[config.mk]
export PLATFORM = sky130hd
export DESIGN_NAME = signal_gen
export DESIGN_NICKNAME = d
export VERILOG_FILES = /design/src/rtl/signal_pkg.sv /design/src/rtl/signal_gen.sv
export SDC_FILE = /design/constraint.sdc
export NUM_CORES = 1
export LEC_CHECK = 0
export CORE_MARGIN = 2
export CORE_UTILIZATION = 52
export CTS_CLUSTER_DIAMETER = 60
export DETAILED_ROUTE_END_ITERATION = 8
export DONT_BUFFER_PORTS = 1
export HOLD_SLACK_MARGIN = 0.1
export MAX_ROUTING_LAYER = met4
export PLACE_DENSITY_LB_ADDON = 0.25
export REMOVE_ABC_BUFFERS = 1
export SLEW_MARGIN = 20
export SYNTH_ARGS = -nofsm -noshare
export SYNTH_HDL_FRONTEND = slang
export SYNTH_SLANG_ARGS = --single-unit
export TNS_END_PERCENT = 50
[constraint.sdc]
create_clock -name i_clk -period 1.6 [get_ports i_clk]
set_input_delay 0.16 -clock i_clk [delete_from_list [all_inputs] [get_ports i_clk]]
set_output_delay 0.16 -clock i_clk [all_outputs]
set_load 0.05 [all_outputs]
[src/rtl/signal_pkg.sv]
// Shared definitions for the run-length line signalling blocks.
//   sg_state_e : generator symbol state (IDLE, DATA, GAP)
//   MODE_PWM   : run followed by an inverted gap
//   MODE_OWT   : runs emitted back-to-back
package signal_pkg;

  typedef enum logic [1:0] {
    IDLE = 2'd0,
    DATA = 2'd1,
    GAP  = 2'd2
  } sg_state_e;

  localparam int MODE_PWM = 0;
  localparam int MODE_OWT = 1;

endpackage

[src/rtl/signal_gen.sv]
// Run-length line signal generator.
// Accepts one data bit per i_vld/o_rdy handshake and emits it as HOLD identical
// line samples, one per i_tick. In PWM mode each run is followed by GAP inverted
// samples; in OWT mode runs are emitted back-to-back.
// Ports:
//   i_clk, i_rst_n      : clock, asynchronous active-low reset
//   i_vld, i_vld_data   : data bit offered upstream
//   o_rdy               : bit accepted when i_vld & o_rdy (combinational)
//   i_tick              : sample strobe
//   o_vld, o_vld_data   : registered line sample valid / level
//   o_busy              : symbol in progress
module signal_gen
  import signal_pkg::*;
#(
  parameter int               CNT_W       = 10,
  parameter logic [CNT_W-1:0] HOLD        = CNT_W'(6),
  parameter logic [CNT_W-1:0] GAP         = CNT_W'(2),
  parameter int               MODE        = 1,
  parameter int               END_OF_LIST = 1
) (
  input  logic i_clk,
  input  logic i_rst_n,
  input  logic i_vld,
  input  logic i_vld_data,
  output logic o_rdy,
  input  logic i_tick,
  output logic o_vld,
  output logic o_vld_data,
  output logic o_busy
);

  localparam logic [CNT_W-1:0] ONE       = CNT_W'(1);
  localparam logic [CNT_W-1:0] HOLD_LAST = HOLD - ONE;
  localparam logic [CNT_W-1:0] GAP_LAST  = GAP - ONE;

  // The local GAP parameter shadows the package state literal, so all state
  // literals are referenced with the package scope.
  signal_pkg::sg_state_e state, state_n;
  logic [CNT_W-1:0]      cnt, cnt_n;
  logic                  bit_q, bit_n;
  logic                  vld_n, data_n;
  logic                  last_tick;
  logic                  hs;

  // The final tick of a symbol can accept the next bit so consecutive
  // symbols join without an idle sample.
  if (MODE == MODE_OWT) begin : g_owt
    assign last_tick = i_tick & (state == signal_pkg::DATA) & (cnt == HOLD_LAST);
  end else begin : g_pwm
    assign last_tick = i_tick & (state == signal_pkg::GAP) & (cnt == GAP_LAST);
  end

  // END_OF_LIST is only a parameter-list terminator.
  if (END_OF_LIST != 0) begin : g_eol
  end

  assign o_rdy  = (state == signal_pkg::IDLE) | last_tick;
  assign o_busy = (state != signal_pkg::IDLE);
  assign hs     = i_vld & o_rdy;

  always_ff @(posedge i_clk or negedge i_rst_n) begin
    if (!i_rst_n) begin
      state      <= signal_pkg::IDLE;
      cnt        <= '0;
      bit_q      <= 1'b0;
      o_vld      <= 1'b0;
      o_vld_data <= 1'b0;
    end else begin
      state      <= state_n;
      cnt        <= cnt_n;
      bit_q      <= bit_n;
      o_vld      <= vld_n;
      o_vld_data <= data_n;
    end
  end

  always_comb begin
    state_n = state;
    cnt_n   = cnt;
    bit_n   = bit_q;
    vld_n   = 1'b0;
    data_n  = o_vld_data;
    unique case (state)
      signal_pkg::IDLE: begin
        // A tick in the accepting cycle produces no sample.
        if (hs) begin
          bit_n   = i_vld_data;
          cnt_n   = '0;
          state_n = signal_pkg::DATA;
        end
      end
      signal_pkg::DATA: begin
        if (i_tick) begin
          vld_n  = 1'b1;
          data_n = bit_q;
          cnt_n  = cnt + ONE;
          if (cnt == HOLD_LAST) begin
            cnt_n = '0;
            if (MODE == MODE_PWM) begin
              state_n = signal_pkg::GAP;
            end else if (hs) begin
              bit_n = i_vld_data;
            end else begin
              state_n = signal_pkg::IDLE;
            end
          end
        end
      end
      signal_pkg::GAP: begin
        if (i_tick) begin
          vld_n  = 1'b1;
          data_n = ~bit_q;
          cnt_n  = cnt + ONE;
          if (cnt == GAP_LAST) begin
            cnt_n = '0;
            if (hs) begin
              bit_n   = i_vld_data;
              state_n = signal_pkg::DATA;
            end else begin
              state_n = signal_pkg::IDLE;
            end
          end
        end
      end
      default: state_n = signal_pkg::IDLE;
    endcase
  end

`ifdef ASSERT_ON
  a_hold_min : assert property (@(posedge i_clk) HOLD != '0);
  a_gap_min  : assert property (@(posedge i_clk) (MODE != MODE_PWM) || (GAP != '0));
  a_hs_hold  : assert property (@(posedge i_clk) disable iff (!i_rst_n)
                                (i_vld && !o_rdy) |=> (i_vld && $stable(i_vld_data)));
`endif

endmodule

# --- Word level (Yosys, flattened, before mapping) ---
# Cells that the tools add are included.
word_totals:
  ff_bits: 15
classes:
  add_sub_neg: 1
  n_bitwise: 5
  n_reduce_logical: 9
  eq_ne: 10
  muxes: 25
op_table:
  columns: ["op", "n"]
  rows:
  - ["$mux W10", 5]
  - ["$pmux W10 S3", 1]
  - ["$mux W2", 6]
  - ["$add A10 B1 Y10 const B", 1]
  - ["$eq A10 B1 Y1 const B", 1]
  - ["$eq A10 B3 Y1 const B", 1]
  - ["$mux W1", 10]
  - ["$ne A2 B2 Y1 const B", 5]
  - ["$pmux W2 S3", 1]
  - ["$reduce_and A6 Y1", 1]
  - ["$reduce_and A5 Y1", 1]
  - ["$reduce_and A4 Y1", 1]
  - ["$reduce_bool A2 Y1", 2]
  - ["$and A1 B1 Y1", 3]
  - ["$pmux W1 S3", 1]
  - ["$reduce_and A3 Y1", 1]
  - ["$reduce_bool A3 Y1", 1]
  - ["$eq A2 B1 Y1 const B", 1]
  - ["$eq A2 B2 Y1 const B", 1]
  - ["$logic_not A2 Y1", 1]
  - ["$ne A2 B1 Y1 const B", 1]
  - ["$pmux W1 S2", 1]
  - ["$reduce_or A2 Y1", 1]
  - ["$not A1 Y1", 1]
  - ["$or A1 B1 Y1", 1]

# --- Logic depth before layout (Yosys ltp) ---
logic_depth:
  depth_word: 9
  ltp_mapped: 6
  mapped_depth_nobuf: 6

# --- Least setup slack after synthesis ---
# Ideal clock, no wire load.
synth_path:
  kind: "register -> register"
  from: "register cnt[1]"
  to: "register bit_q"
  required_ns: 1.473
  n_path_buf: 0
  slack_ns: -0.254
  path_stages_with_launch: 7
  t_arrival_ns: 1.727
  setup_time_ns: 0.127
  synth_period_minus_slack_ns: 1.854
  cell_sequence: "dfrtp_1 inv_1 ha_1 nor4b_2 a41o_1 nand2_1 mux2_1"
synth_via:
  elab_chain_len: 8
synth_rtl:
  columns: ["element", "line_no", "source"]
  rows:
  - ["from (decl)", "signal_gen.sv:39", "logic [CNT_W-1:0] cnt, cnt_n;"]
  - ["from (signal assigned)", "signal_gen.sv:70", "cnt <= cnt_n;"]
  - ["$eq A10 B3 Y1 (*)", "signal_gen.sv:48", "assign last_tick = i_tick & (state == signal_pkg::DATA) & (cnt == HOLD_LAST);"]
  - ["$and A1 B1 Y1 (*)", "signal_gen.sv:48", null]
  - ["$or A1 B1 Y1 (*)", "signal_gen.sv:57", "assign o_rdy = (state == signal_pkg::IDLE) | last_tick;"]
  - ["net o_rdy", "signal_gen.sv:25", "output logic o_rdy,"]
  - ["$and A1 B1 Y1 (*)", "signal_gen.sv:59", "assign hs = i_vld & o_rdy;"]
  - ["$mux W1 (*)", null, null]
  - ["$mux W1 (on tied branches) (2 in series)", null, null]
  - ["$pmux W1 S3 (*)", null, null]
  - ["to (signal assigned)", "signal_gen.sv:71", "bit_q <= bit_n;"]
  - ["to (decl)", "signal_gen.sv:40", "logic bit_q, bit_n;"]
# Mark *: on every way through the listed nets, which the timed path passes. The rest lies on a longest branch. The select of a mux whose other input is x is not followed.
# A chain may end at the register's enable or synchronous reset.

# --- Final worst setup path ---
layout_path:
  from: "register cnt[1]"
  to: "output o_rdy"
layout_via:
  elab_chain_len: 3
layout_rtl:
  columns: ["element", "line_no"]
  rows:
  - ["$eq A10 B3 Y1", "signal_gen.sv:48"]
  - ["$and A1 B1 Y1", "signal_gen.sv:48"]
  - ["$or A1 B1 Y1", "signal_gen.sv:57"]
  - ["to (decl)", "signal_gen.sv:25"]
# Every way passes these cells.

==> summary.txt <==
Status
  – Status: finished with violations
  – Failing checks: setup timing

Placement
  – Dpl cells: between 80 and 90
  – Number of buffers added on ports: 0
  – Final HPWL DP: 942 µm
  – RePlAce Congestion: slightly below 0.8
  – DP Worst Slack: 0.106 ns

Drt
  – Total number of vias: 500
  – Number of iterations in the first detailed-routing pass: 4
  – DRC: 0
  – Post-DR vias/cell: between 5 and 6
  – Antenna Nets Post-Route: 0
  – Iter 0 DRT Violations: 18
  – DR WL/cell: 14.1 µm
  – WL final: 1310 µm

Worst setup path
  – Critical R2R Launch: cnt[1]$_DFFE_PN0P_
  – FF-to-FF End: bit_q$_DFFE_PN0P_
  – Crit Path Category: reg -> out
  – Reg2Reg Depth: 7
  – Worst path arrival time: between 1 and 1.5 ns
  – CP Launch Type: flop
  – Critical path fanouts, max: 2
  – Reg-to-reg slack, setup: 0 ns
  – Req. time, crit path: around 1.4 ns
  – Crit end category: output pin

Global route
  – First-pass GRT wire length: 2200 µm
  – Tot GR Track Use: 20.9%
  – Global route total overflow: 0
  – Vias in the first global route: 514
  – Antenna violations before repair: 0
  – Largest net degree at the start of global routing: 15

Timing
  – Fin crit period: 1.63 ns
  – Slew margin rel.: 58.4%
  – Hold_ws: ~0.30 ns
  – Fmax achieved: 612 MHz
  – Worst setup skew after layout: between 0.005 and 0.006 ns
  – Slew Viols, Final: 0
  – Worst Tran Pin Value: a little over 0.6 ns
  – Unrepaired setup endpoints after global routing: yes
  – Final worst setup slack: -0.0340 ns
  – Hold Fails Final Rpt: 0
  – Crit share post-route: 102%
  – Final setup viols: 2

Logic synthesis
  – EDFF count, synth: 0
  – Top cells by count, synth: dfrtp_1, nor2_1, xnor2_1
  – Mapped Area: around 720 µm²
  – Area contributors post-synth: dfrtp_1, xnor2_1, nor4b_4, nor2_1, ha_1
  – Post-synth top area cell: dfrtp_1
  – Post-synth ARST share: 100%
  – Sequential element share of the synthesized area: 49.0%
  – Ys Warns: 0
  – Post-synth top flop: dfrtp_1
  – Syn Area/Cell: approximately 11 µm²
  – Mapped Cells: 65
  – Yosys reg bits: 14
  – Top-count cell post-synth: dfrtp_1
  – Library cells used by synthesis: 22
  – Yosys top cell area share: 49.0%

Layout
  – Synth-to-Final Area Change: 19.4%
  – Final non-filler cell total: between 90 and 100
  – Final core occ: about two thirds
  – Layout cells sized above 1: 19.2%
  – Post-layout nets: 87
  – # diodes: 0

Floorplanning
  – Core area: 1300 µm²
  – Site Rows: 13
  – Die area: 1690 µm²
  – Die Y: 41.1 µm
  – Initial core utilization: 55.0%
  – Die span in x: 41.1 µm
  – I/O pins: 9

Hold path
  – Hold Path Class: in -> reg
  – Hold Path Cell Cnt: 4
  – Worst Hold Path EP: cnt[1]$_DFFE_PN0P_
  – Worst min-delay path startpoint: i_vld

Clocking
  – H-tree lvl count: 1
  – Clock Tree Buf Depth: 2
  – CTS tree: yes
  – Clock Latency Late Sink: about 0.28 ns
  – CTS clk-pin slew, worst paths: 0.08 ns
  – Num Clock Sinks: 14
  – CTS buffer count: 3
  – CTS Root Cell: clkbuf_4

Pwr
  – Internal power: 0.805 mW
  – Leakage: just under 0.4 nW
  – Sw Share: between 30% and 40%
  – Flop pwr share: 49.6%
  – Sw power: 0.522 mW
  – Logic gate share of total power: a little over a third
  – Max VDD drop: 0.00104 V
  – Clk pwr share: 14.7%
  – Power per cell area: between 1500 and 2000 nW/µm²
  – Pwr Total: 1.33 mW

Flow run
  – Max-capacitance violation count: 0
## sequential cells by signal, summed over array words and instances, names as in the netlist
name,cells
bit_q,1
cnt,10
state,1
o_vld_data,1
o_vld,1
## power groups by stage
stage | clock network, mW | logic [mW] | registers, mW
after floorplan | 0 | 0.288 | 0.649
after global placement | 0 | 0.427 | 0.645
after detailed placement | 0 | 0.430 | 0.654
after CTS | 0.196 | 0.469 | 0.658
after global routing | 0.216 | 0.526 | 0.672
final | 0.194 | 0.475 | 0.658
## worst max-delay path by stage
stage | slack [ns] | cells after the start | endpoint | start
2_1_floorplan | -0.40 | 4 | cnt[6]$_DFFE_PN0P_ | state[0]$_DFFE_PN0P_
3_3_place_gp | 0.13 | 6 | bit_q$_DFFE_PN0P_ | cnt[1]$_DFFE_PN0P_
3_5_place_dp | 0.11 | 6 | bit_q$_DFFE_PN0P_ | cnt[1]$_DFFE_PN0P_
4_1_cts | -0.01 | 5 | o_rdy | cnt[1]$_DFFE_PN0P_
5_1_grt | -0.14 | 5 | o_rdy | cnt[1]$_DFFE_PN0P_
6_report | -0.03 | 5 | o_rdy | cnt[1]$_DFFE_PN0P_
## logic make-up after synthesis
family | after synthesis | share of synthesized area [%]
buf+inv | 3 | 2.10
mux | 3 | 4.55
flops | 14 | 49.0
simple gates | 31 | 27.1
fa+ha+maj | 2 | 3.50
xor+xnor | 8 | 9.79
compound gates | 4 | 4.02
## final cells by class
class,instances,area (µm²)
Inverter,2,7.51
Multi-Input combinational cell,48,359
Fill cell,106,447
Tap cell,15,18.8
Timing Repair Buffer,11,96.3
Clock buffer,3,22.5
Sequential cell,14,350
## repair_timing
item,4_1_cts,5_1_grt
setup endpoints to repair,1,2
gates resized for setup,2,0
setup buffers,0,1
pin swaps,1,1
hold buffers,4,0
hold endpoints to repair,17,0
## cells in the final DEF, fill, tap and decap left out, types with 2 or more instances in the layout
cell type	instances
buf_4	6
clkbuf_4	3
dfrtp_1	14
dlygate4sd3_1	4
ha_1	2
inv_1	2
nand2_1	5
nand3_1	3
nand4_1	2
nor2_1	11
nor3_1	2
nor3b_1	2
nor4b_4	3
o21ai_0	2
xnor2_1	8
## critical path, stage by stage, from the launching register on
cell and delay (ns):
dfrtp_1 0.39, inv_1 0.06, ha_1 0.13, nor4b_4 0.20
a41o_1 0.25, buf_6 0.17
## metal layers
metal / wire (µm) / vias up / GRT usage, %
met5: 0 / - / -
met4: 23 / 0 / 9.68
met3: 37 / 4 / 3.26
met2: 620 / 11 / 32.4
met1: 627 / 239 / 26.6
li1: - / 246 / -
## stage by stage
| stage | cell area (µm²) | TNS, ns |
|---|---|---|
| floorplan | 708 | -3.55 |
| global placement | 772 | 0 |
| detailed placement | 772 | 0 |
| CTS | 847 | -0.0149 |
| global route | 855 | -0.249 |
| finish | 855 | -0.0374 |
Note: power is estimated with default switching activity, not from simulation.
